$ cat src/rtl/response_reorder_buffer_pkg.sv
// Shared widths and depth for the response reorder buffer and its match CAM.
package response_reorder_buffer_pkg;

    localparam int RROB_DEPTH = 8;
    localparam int ID_WIDTH   = 8;
    localparam int DATA_WIDTH = 8;

endpackage

$ cat src/rtl/response_reorder_buffer_match_cam.sv
// Purely combinational CAM: finds the oldest allocated, unfilled entry whose ID matches,
// scanning with rotating priority starting at the head slot.
module rrob_match_cam #(
    parameter int DEPTH = 8,
    parameter int PTR_W = 3,
    parameter int ID_W  = 8
) (
    input  logic [DEPTH-1:0]      i_alloc,
    input  logic [DEPTH-1:0]      i_filled,
    input  logic [DEPTH*ID_W-1:0] i_id_flat,
    input  logic [PTR_W-1:0]      i_head,
    input  logic [ID_W-1:0]       i_match_id,
    output logic                  o_hit,
    output logic [PTR_W-1:0]      o_hit_idx
);

    logic [DEPTH-1:0] w_cand;

    always_comb begin
        w_cand = '0;
        for (int i = 0; i < DEPTH; i++) begin
            w_cand[i] = i_alloc[i] && !i_filled[i] && (i_id_flat[i*ID_W +: ID_W] == i_match_id);
        end
    end

    // Walk from youngest to oldest so the slot nearest the head is the last one written.
    always_comb begin
        logic [PTR_W-1:0] w_idx;
        o_hit     = 1'b0;
        o_hit_idx = '0;
        w_idx     = '0;
        for (int k = DEPTH - 1; k >= 0; k--) begin
            w_idx = i_head + PTR_W'(k);
            if (w_cand[w_idx]) begin
                o_hit     = 1'b1;
                o_hit_idx = w_idx;
            end
        end
    end

endmodule

$ cat src/rtl/response_reorder_buffer.sv
// Returns out-of-order responses to the consumer in original issue order.
// Optional macro RROB_BYPASS_EN: a response for the unfilled head is presented in the same cycle.
module response_reorder_buffer
    import response_reorder_buffer_pkg::*;
#(
    parameter int DEPTH = RROB_DEPTH,
    localparam int PTR_W = $clog2(DEPTH)
) (
    input  logic                  clk,
    input  logic                  reset,
    input  logic [ID_WIDTH-1:0]   in_issue_id,
    input  logic                  in_issue_valid,
    output logic                  out_issue_stall,
    input  logic [DATA_WIDTH-1:0] in_data,
    input  logic [ID_WIDTH-1:0]   in_id,
    input  logic                  in_valid,
    output logic [DATA_WIDTH-1:0] out_data,
    output logic [ID_WIDTH-1:0]   out_id,
    output logic                  out_valid,
    input  logic                  in_stall,
    output logic                  out_orphan
);

    logic [DEPTH-1:0]      r_alloc;
    logic [DEPTH-1:0]      r_filled;
    logic [ID_WIDTH-1:0]   r_id   [DEPTH];
    logic [DATA_WIDTH-1:0] r_data [DEPTH];
    logic [PTR_W:0]        r_head;
    logic [PTR_W:0]        r_tail;
    logic                  r_orphan;

    logic [PTR_W-1:0]       w_head_idx;
    logic [PTR_W-1:0]       w_tail_idx;
    logic [PTR_W:0]         w_count;
    logic                   w_full;
    logic                   w_issue;
    logic                   w_hit;
    logic [PTR_W-1:0]       w_hit_idx;
    logic [DEPTH*ID_WIDTH-1:0] w_id_flat;
    logic                   w_head_ready;
    logic                   w_bypass;
    logic                   w_pop;
    logic                   w_fill;

    assign w_head_idx      = r_head[PTR_W-1:0];
    assign w_tail_idx      = r_tail[PTR_W-1:0];
    assign w_count         = r_tail - r_head;
    assign w_full          = (w_count == (PTR_W+1)'(DEPTH));
    assign out_issue_stall = w_full;
    assign w_issue         = in_issue_valid && !w_full;
    assign out_orphan      = r_orphan;

    always_comb begin
        w_id_flat = '0;
        for (int i = 0; i < DEPTH; i++) begin
            w_id_flat[i*ID_WIDTH +: ID_WIDTH] = r_id[i];
        end
    end

    rrob_match_cam #(
        .DEPTH (DEPTH),
        .PTR_W (PTR_W),
        .ID_W  (ID_WIDTH)
    ) u_match_cam (
        .i_alloc    (r_alloc),
        .i_filled   (r_filled),
        .i_id_flat  (w_id_flat),
        .i_head     (w_head_idx),
        .i_match_id (in_id),
        .o_hit      (w_hit),
        .o_hit_idx  (w_hit_idx)
    );

    assign w_head_ready = r_alloc[w_head_idx] && r_filled[w_head_idx];

`ifdef RROB_BYPASS_EN
    // A CAM hit on the head slot means the head is allocated, unfilled and ID-matched.
    assign w_bypass  = in_valid && w_hit && (w_hit_idx == w_head_idx) && !w_head_ready;
    assign out_valid = w_head_ready || w_bypass;
    assign out_data  = w_bypass ? in_data : r_data[w_head_idx];
    assign out_id    = w_bypass ? in_id   : r_id[w_head_idx];
`else
    assign w_bypass  = 1'b0;
    assign out_valid = w_head_ready;
    assign out_data  = r_data[w_head_idx];
    assign out_id    = r_id[w_head_idx];
`endif

    assign w_pop  = out_valid && !in_stall;
    assign w_fill = in_valid && w_hit && !(w_bypass && w_pop);

    // Fill, pop and issue always address distinct slots, so their writes never collide.
    always_ff @(posedge clk or negedge reset) begin
        if (!reset) begin
            r_alloc  <= '0;
            r_filled <= '0;
            r_head   <= '0;
            r_tail   <= '0;
            r_orphan <= 1'b0;
            for (int i = 0; i < DEPTH; i++) begin
                r_id[i]   <= '0;
                r_data[i] <= '0;
            end
        end else begin
            if (w_fill) begin
                r_filled[w_hit_idx] <= 1'b1;
                r_data[w_hit_idx]   <= in_data;
            end
            if (w_pop) begin
                r_alloc[w_head_idx]  <= 1'b0;
                r_filled[w_head_idx] <= 1'b0;
                r_head               <= r_head + 1'b1;
            end
            if (w_issue) begin
                r_alloc[w_tail_idx]  <= 1'b1;
                r_filled[w_tail_idx] <= 1'b0;
                r_id[w_tail_idx]     <= in_issue_id;
                r_tail               <= r_tail + 1'b1;
            end
            if (in_valid && !w_hit) begin
                r_orphan <= 1'b1;
            end
        end
    end

endmodule

$ cat config.mk
export PLATFORM = sky130hd
export DESIGN_NAME = response_reorder_buffer
export DESIGN_NICKNAME = d
export VERILOG_FILES = /design/src/rtl/response_reorder_buffer_pkg.sv /design/src/rtl/response_reorder_buffer_match_cam.sv /design/src/rtl/response_reorder_buffer.sv
export SDC_FILE = /design/constraint.sdc
export NUM_CORES = 1
export LEC_CHECK = 0
export CAP_MARGIN = 20
export CORE_MARGIN = 2
export CORE_UTILIZATION = 30
export CTS_CLUSTER_DIAMETER = 30
export DETAILED_ROUTE_END_ITERATION = 8
export DONT_BUFFER_PORTS = 1
export GPL_TIMING_DRIVEN = 0
export SLEW_MARGIN = 30
export SYNTH_ARGS = -nofsm -noshare
export SYNTH_HDL_FRONTEND = slang
export SYNTH_SLANG_ARGS = --single-unit
$ cat constraint.sdc
create_clock -name clk -period 4.25 [get_ports clk]
set_input_delay 0.425 -clock clk [delete_from_list [all_inputs] [get_ports clk]]
set_output_delay 0.425 -clock clk [all_outputs]
set_load 0.1 [all_outputs]
Word-level counts from Yosys, hierarchy flattened:

Cells that the tools add are included.

* input bits: 29
* register bits: 153

* magnitude comparators: 18
* equality and inequality tests: 9
* mux-type cells: 59
* reduce and logical (&&, ||, !) cells: 37
* bitwise operators: 10
* add/sub/neg operators: 10

Operators with widths (number)
* 64-bit bitwise mux: 2
* 8-bit 2-to-1 mux: 11
* 8-bit equality test: 8
* 8-bit binary-select mux with 3-bit select: 2
* 8-bit demux with 3-bit select: 2
* 3-bit by 4-bit less-than comparator with 1-bit output, second input constant: 10
* 1-bit binary-select mux with 3-bit select: 10
* 1-bit logical AND: 26
* 8-bit bitwise AND: 3
* 3-bit 2-to-1 mux: 8
* 1-bit 2-to-1 mux: 21
* 8-bit inverter: 2
* 8-bit bitwise OR: 2
* 3-bit adder, second input constant: 4
* 4-bit greater-or-equal comparator, second input constant: 3
* 3-bit inverter with 4-bit output: 3
* 1-bit zero test: 11
* 1-bit demux with 3-bit select: 3
* 3-bit by 1-bit greater-or-equal comparator with 1-bit output, second input constant: 3
* 4-bit by 1-bit adder with 4-bit output, second input constant: 2
* 4-bit by 1-bit less-than comparator with 1-bit output, second input constant: 2
* 3-bit by 2-bit adder with 3-bit output, second input constant: 2
* 4-bit equality test, second input constant: 1
* 4-bit subtractor: 1
* 3-bit by 1-bit adder with 3-bit output, second input constant: 1

Logic depth before layout (Yosys ltp):

* depth after elaboration: 23
* depth in mapped cells: 17
* gate-level depth less buffers: 12

Modules after synthesis:

Synthesis repeated with hierarchy kept, for this count alone.

* cells, all modules: 815
* area total of the unflattened synthesis: 9385.3 um^2

Modules (own cells, without submodules)
* response_reorder_buffer: area each 7297.0 um^2, cells each 560, instances 1, sequential area each 3828.7 um^2
* rrob_match_cam: area each 2088.3 um^2, cells each 255, instances 1, sequential area each 0.0 um^2

Worst setup path before layout:

Ideal clock, no wire load.

* path kind: register to register
* start point: register r_head[0]
* end point: register r_data[0] (netlist bit)
* period minus slack after synthesis: 4.290 ns
* path buffers: 3
* stages on the path, launching flop included: 14
* required time: 4.125 ns
* data arrival time: 4.165 ns
* library setup time: 0.125 ns
* slack: -0.040 ns
* path through: dfrtp_1 -> inv_2 -> buf_1 -> ha_1 -> clkbuf_1 -> inv_1 -> or4_4 -> and2_0 -> mux4_2 -> o211a_1 -> a32oi_4 -> or4b_1 -> buf_4 -> mux2_4

* word-level cells in the longest chain between the ends: 17
* elaborated cells on any way between the ends: 47

RTL lines
* start, declared: RTL line response_reorder_buffer.sv:28 `logic [PTR_W:0] r_head;`
* start signal, assigned: RTL line response_reorder_buffer.sv:112 `r_head <= r_head + 1'b1;`
* 3-bit adder: RTL line response_reorder_buffer_match_cam.sv:33 `w_idx = i_head + PTR_W'(k);`
* 1-bit binary-select mux with 3-bit select: RTL line response_reorder_buffer_match_cam.sv:34 `if (w_cand[w_idx]) begin`
* 1-bit 2-to-1 mux (not written as such): RTL line response_reorder_buffer_match_cam.sv:34
* 3-bit 2-to-1 mux (8 in a row): RTL line response_reorder_buffer_match_cam.sv:34
* 3-bit inverter with 4-bit output (not written as such): RTL line response_reorder_buffer.sv:107 `r_data[w_hit_idx] <= in_data;`
* 4-bit greater-or-equal comparator (not written as such) or 4-bit by 1-bit less-than comparator with 1-bit output (tied branches): RTL line response_reorder_buffer.sv:107
* 1-bit logical AND (not written as such): RTL line response_reorder_buffer.sv:107
* 8-bit 2-to-1 mux (not written as such): RTL line response_reorder_buffer.sv:107
* 8-bit demux with 3-bit select: RTL line response_reorder_buffer.sv:107
* 64-bit bitwise mux: RTL line response_reorder_buffer.sv:107
* end signal, assigned by index: RTL line response_reorder_buffer.sv:107
* end, declared: RTL line response_reorder_buffer.sv:27 `logic [DATA_WIDTH-1:0] r_data [DEPTH];`

Several ways; a longest one is shown, not always the timed one. The select of a mux whose other input is x is not followed.
A chain may end at the register's enable or synchronous reset.

Worst setup path in the final report:

* start point: register r_head[1]
* end point: register r_data[2] (netlist bit)

The elaborated chain is that of the path after synthesis.

==> impl_metrics.py <==
metrics = {
    "outcome": {
        "status": "finished, violations left",
        "violations": "hold timing",
    },
    "sta": {
        "tightest_slew_ns": 0.9328,
        "timing_hold_violations_final": 24,
        "post-route-period-util_pct": 98.10,
        "maxSlewHeadroom_pct": 37.81,
        "drv_slew": 0,
        "rsz0062_at_grt": "no",
        "setup_viol_count_final": 0,
        "holdWs_ns": -0.03680,
        "period_needed_ns": 4.169,
        "max_freq_ghz": 0.2398,
        "finalClockSkew_ns": 0.008064,
        "tns_ns": 0,
    },
    "logic_synthesis": {
        "synth_commonest_cells": "dfrtp_1, mux2_2, nand2_1, xnor2_1, mux4_2",
        "avgSynthCellArea_um2": 11.95,
        "synth_warnings": 0,
        "synthCells": 774,
        "yosysMostFrequentCell": "dfrtp_1",
        "ys_ff_latch": 153,
        "synth_edf_count": 0,
        "syn-num-nets": 813,
        "synth.largest_area_cell": "dfrtp_1",
        "ys.flop_type": "dfrtp_1",
        "synth_area_leaders": "dfrtp_1, mux2_2, mux4_2",
        "synthesis.area_um2": 9249,
        "synthDistinctLibCells": 69,
        "synth_top_area_share_pct": 41.40,
        "synthArstFlopShare_pct": 100.0,
        "yosysSeqAreaShare_pct": 41.40,
    },
    "placement": {
        "dpl_cell_area_um2": 9749,
        "place_hpwl_um": 18120,
        "placed_cells": 1170,
        "gp_congestion": 0.9030,
        "port_buffers": 0,
    },
    "setup_path": {
        "cp-start-kind": "register",
        "crit_chain": "clkinvlp_4 -> ha_4 -> inv_1 -> or4_4 -> and2_0 -> mux4_2 -> o21ai_1 -> a21oi_1 -> o211a_1 -> buf_4 -> or4b_4 -> buf_8 -> mux2_4",
        "arrival_ns": 4.48,
        "crit_buf_inv": 4,
        "path_class": "register to register",
        "crit_slowest_cell": "or4_4",
        "cp_slowest_stage_delay_ns": 0.59,
        "crit_path_max_fanout": 9,
        "crit_family": "simple AND/OR/NAND/NOR gates",
        "worstPathRequired_ns": 4.56,
        "setup.worst_path.end_class": "register",
    },
    "finish": {
        "drive_gt1_share_pct": 35.71,
        "syn2layout_area_growth_pct": 15.94,
        "finalNetCount": 841,
        "final_cell_area_um2": 10720,
        "finalNonFillerCells": 1212,
        "utilization_pct": 35.15,
    },
    "drt": {
        "dr.pass1.iters": 6,
        "wl_um": 26290,
        "drcViolationCount": 0,
        "viasPerCell": 5.460,
        "antenna_left": 0,
        "vias": 6617,
        "wl_per_cell_um": 21.69,
        "dr.first_iter.drc_count": 497,
    },
    "global_routing": {
        "antenna_found_initial": 1,
        "grt.total_usage_pct": 16.44,
        "grt_overflow": 0,
        "grt_pass1_vias": 6598,
        "grt_start_max_net_pins": 154,
        "grt_first_pass_wirelength_um": 40630,
    },
    "die": {
        "die_y_um": 179.6,
        "pin_count": 48,
        "rows": 64,
        "initial_core_util_pct": 30.31,
        "fp.dieW_um": 179.6,
        "core-area_um2": 30510,
        "dieArea_um2": 32250,
    },
    "pwr": {
        "power_density_nw_per_um2": 746.8,
        "power.total_w": 0.008008,
        "ir_drop_uv": 384.4,
        "p_leak_nw": 4.410,
    },
    "cts": {
        "cts_tree": "built",
        "cts_buffers": 17,
        "clkTransAtPathRegs_ns": 0.07,
        "clock_latency_ns": 0.43,
        "cts.sinks": 153,
        "h-tree-depth": 4,
        "clock_path_buffers": 2,
        "root_buffer": "clkbuf_16",
    },
    "min_path": {
        "hp-class": "input pin to async pin",
    },
    "run": {
        "drv_cap": 0,
    },
}
[placed cells by master (no fill, tap or decap), types with 4 or more instances in the layout]
cell type	synthesis	final
mux2_2	127	127
nor4_1	15	15
clkbuf_2	0	7
xnor2_1	66	65
mux4_2	42	42
nand2b_1	6	6
o21ai_0	8	6
nor2_1	20	20
nand3b_1	7	7
xor2_1	11	11
buf_6	7	8
mux2i_1	13	12
a21oi_1	13	13
nor3_1	7	6
clkbuf_16	0	17
nand2_1	90	74
o211a_1	7	7
clkbuf_1	21	9
mux2_4	8	8
dfrtp_1	153	151
nand4_1	10	10
inv_1	14	13
a21o_1	7	7
buf_4	4	13
nand3_1	19	18
bufinv_16	0	5
nor3_4	0	4
o211ai_1	5	5
ha_1	10	8
clkinv_2	0	5
buf_1	11	5
nand2_2	0	15
and3_1	4	4
[power by group]
part / total (W) / switching [W] / internal (W)
clock: 0.00169 / 0.000644 / 0.00105
sequential: 0.00243 / 0.000441 / 0.00199
combinational: 0.00389 / 0.00232 / 0.00157
[kinds of logic after synthesis]
family,Yosys count,share of synthesized area (%)
buffers and inverters,60,3.179
adders and majority gates,10,1.353
and+or+nand+nor,208,11.97
muxes,190,28.40
AOI/OAI and AO/OA,76,6.413
DFF,153,41.40
xor gates and xnor gates,77,7.292
[worst reg2reg max path: cells and delay by family (launching register included)]
family / cells / cell delay (ns)
and+or+nand+nor: 3 / 1.30
muxes: 2 / 0.81
buffers and inverters: 4 / 0.66
DFF: 1 / 0.53
AOI/OAI and AO/OA: 3 / 0.42
adders and majority gates: 1 / 0.35
[through the flow]
stage                     setup WS (ns)  hold WS [ns]
after floorplan                 0.05653        0.1294
after global routing           0.001325       0.02900
after CTS                       0.02382       0.04676
final                           0.08055      -0.03680
after global placement           -1.355        0.1375
after detailed placement         -1.346        0.1329
[cell type report]
type | count | area, µm²
Multi-Input combinational cell | 561 | 5264
Timing Repair Buffer | 12 | 147.6
Clock buffer | 17 | 425.4
Sequential cell | 153 | 3831
Tap cell | 396 | 495.5
Antenna cell | 1 | 2.502
Buffer | 41 | 267.8
Fill cell | 2947 | 19790
Inverter | 16 | 67.56
Clock inverter | 15 | 221.5
[layer usage]
metal / part of all wire (%) / GRT usage (%) / vias up / wire (µm)
li1: - / - / 2928 / -
met1: 44 / 21.95 / 3415 / 11520
met2: 47 / 25.66 / 230 / 12350
met3: 6.0 / 3.687 / 44 / 1584
met4: 3.2 / 7.154 / 0 / 829
met5: 0 / 0 / - / 0
[repair_timing]
item	4_1_cts	5_1_grt
setup endpoints to repair	163	86
gates resized for setup	42	29
cloned	0	0
endpoints found under the hold margin	153	0
buffers inserted	10	1
hold buffers	1	0
pin swaps	4	2
[sequential cells by signal (all words and copies together), names as in the netlist]
| register | cells |
|---|---|
| r_id | 64 |
| r_alloc | 8 |
| r_head | 4 |
| r_tail | 4 |
| r_data | 64 |
| r_filled | 8 |
| out_orphan | 1 |
[path summary, 6_finish.rpt]
| path | startpoint | endpoint | slack, ns | cells past startpoint |
|---|---|---|---|---|
| setup / recovery | r_head[1] | r_data[2] | 0.08 | 13 |
| hold / removal | reset | r_data[24] | -0.04 | 1 |
| setup reg to reg | r_head[1] | r_data[2] | 0.08 | 13 |
| hold reg to reg | r_tail[3] | r_tail[3] | 0.49 | 1 |
| max in group asynchronous | reset | r_id[13] | 3.62 | 1 |
| min in group clk | in_valid | out_orphan | 0.11 | 1 |
Power figures use the tool's default switching activity.
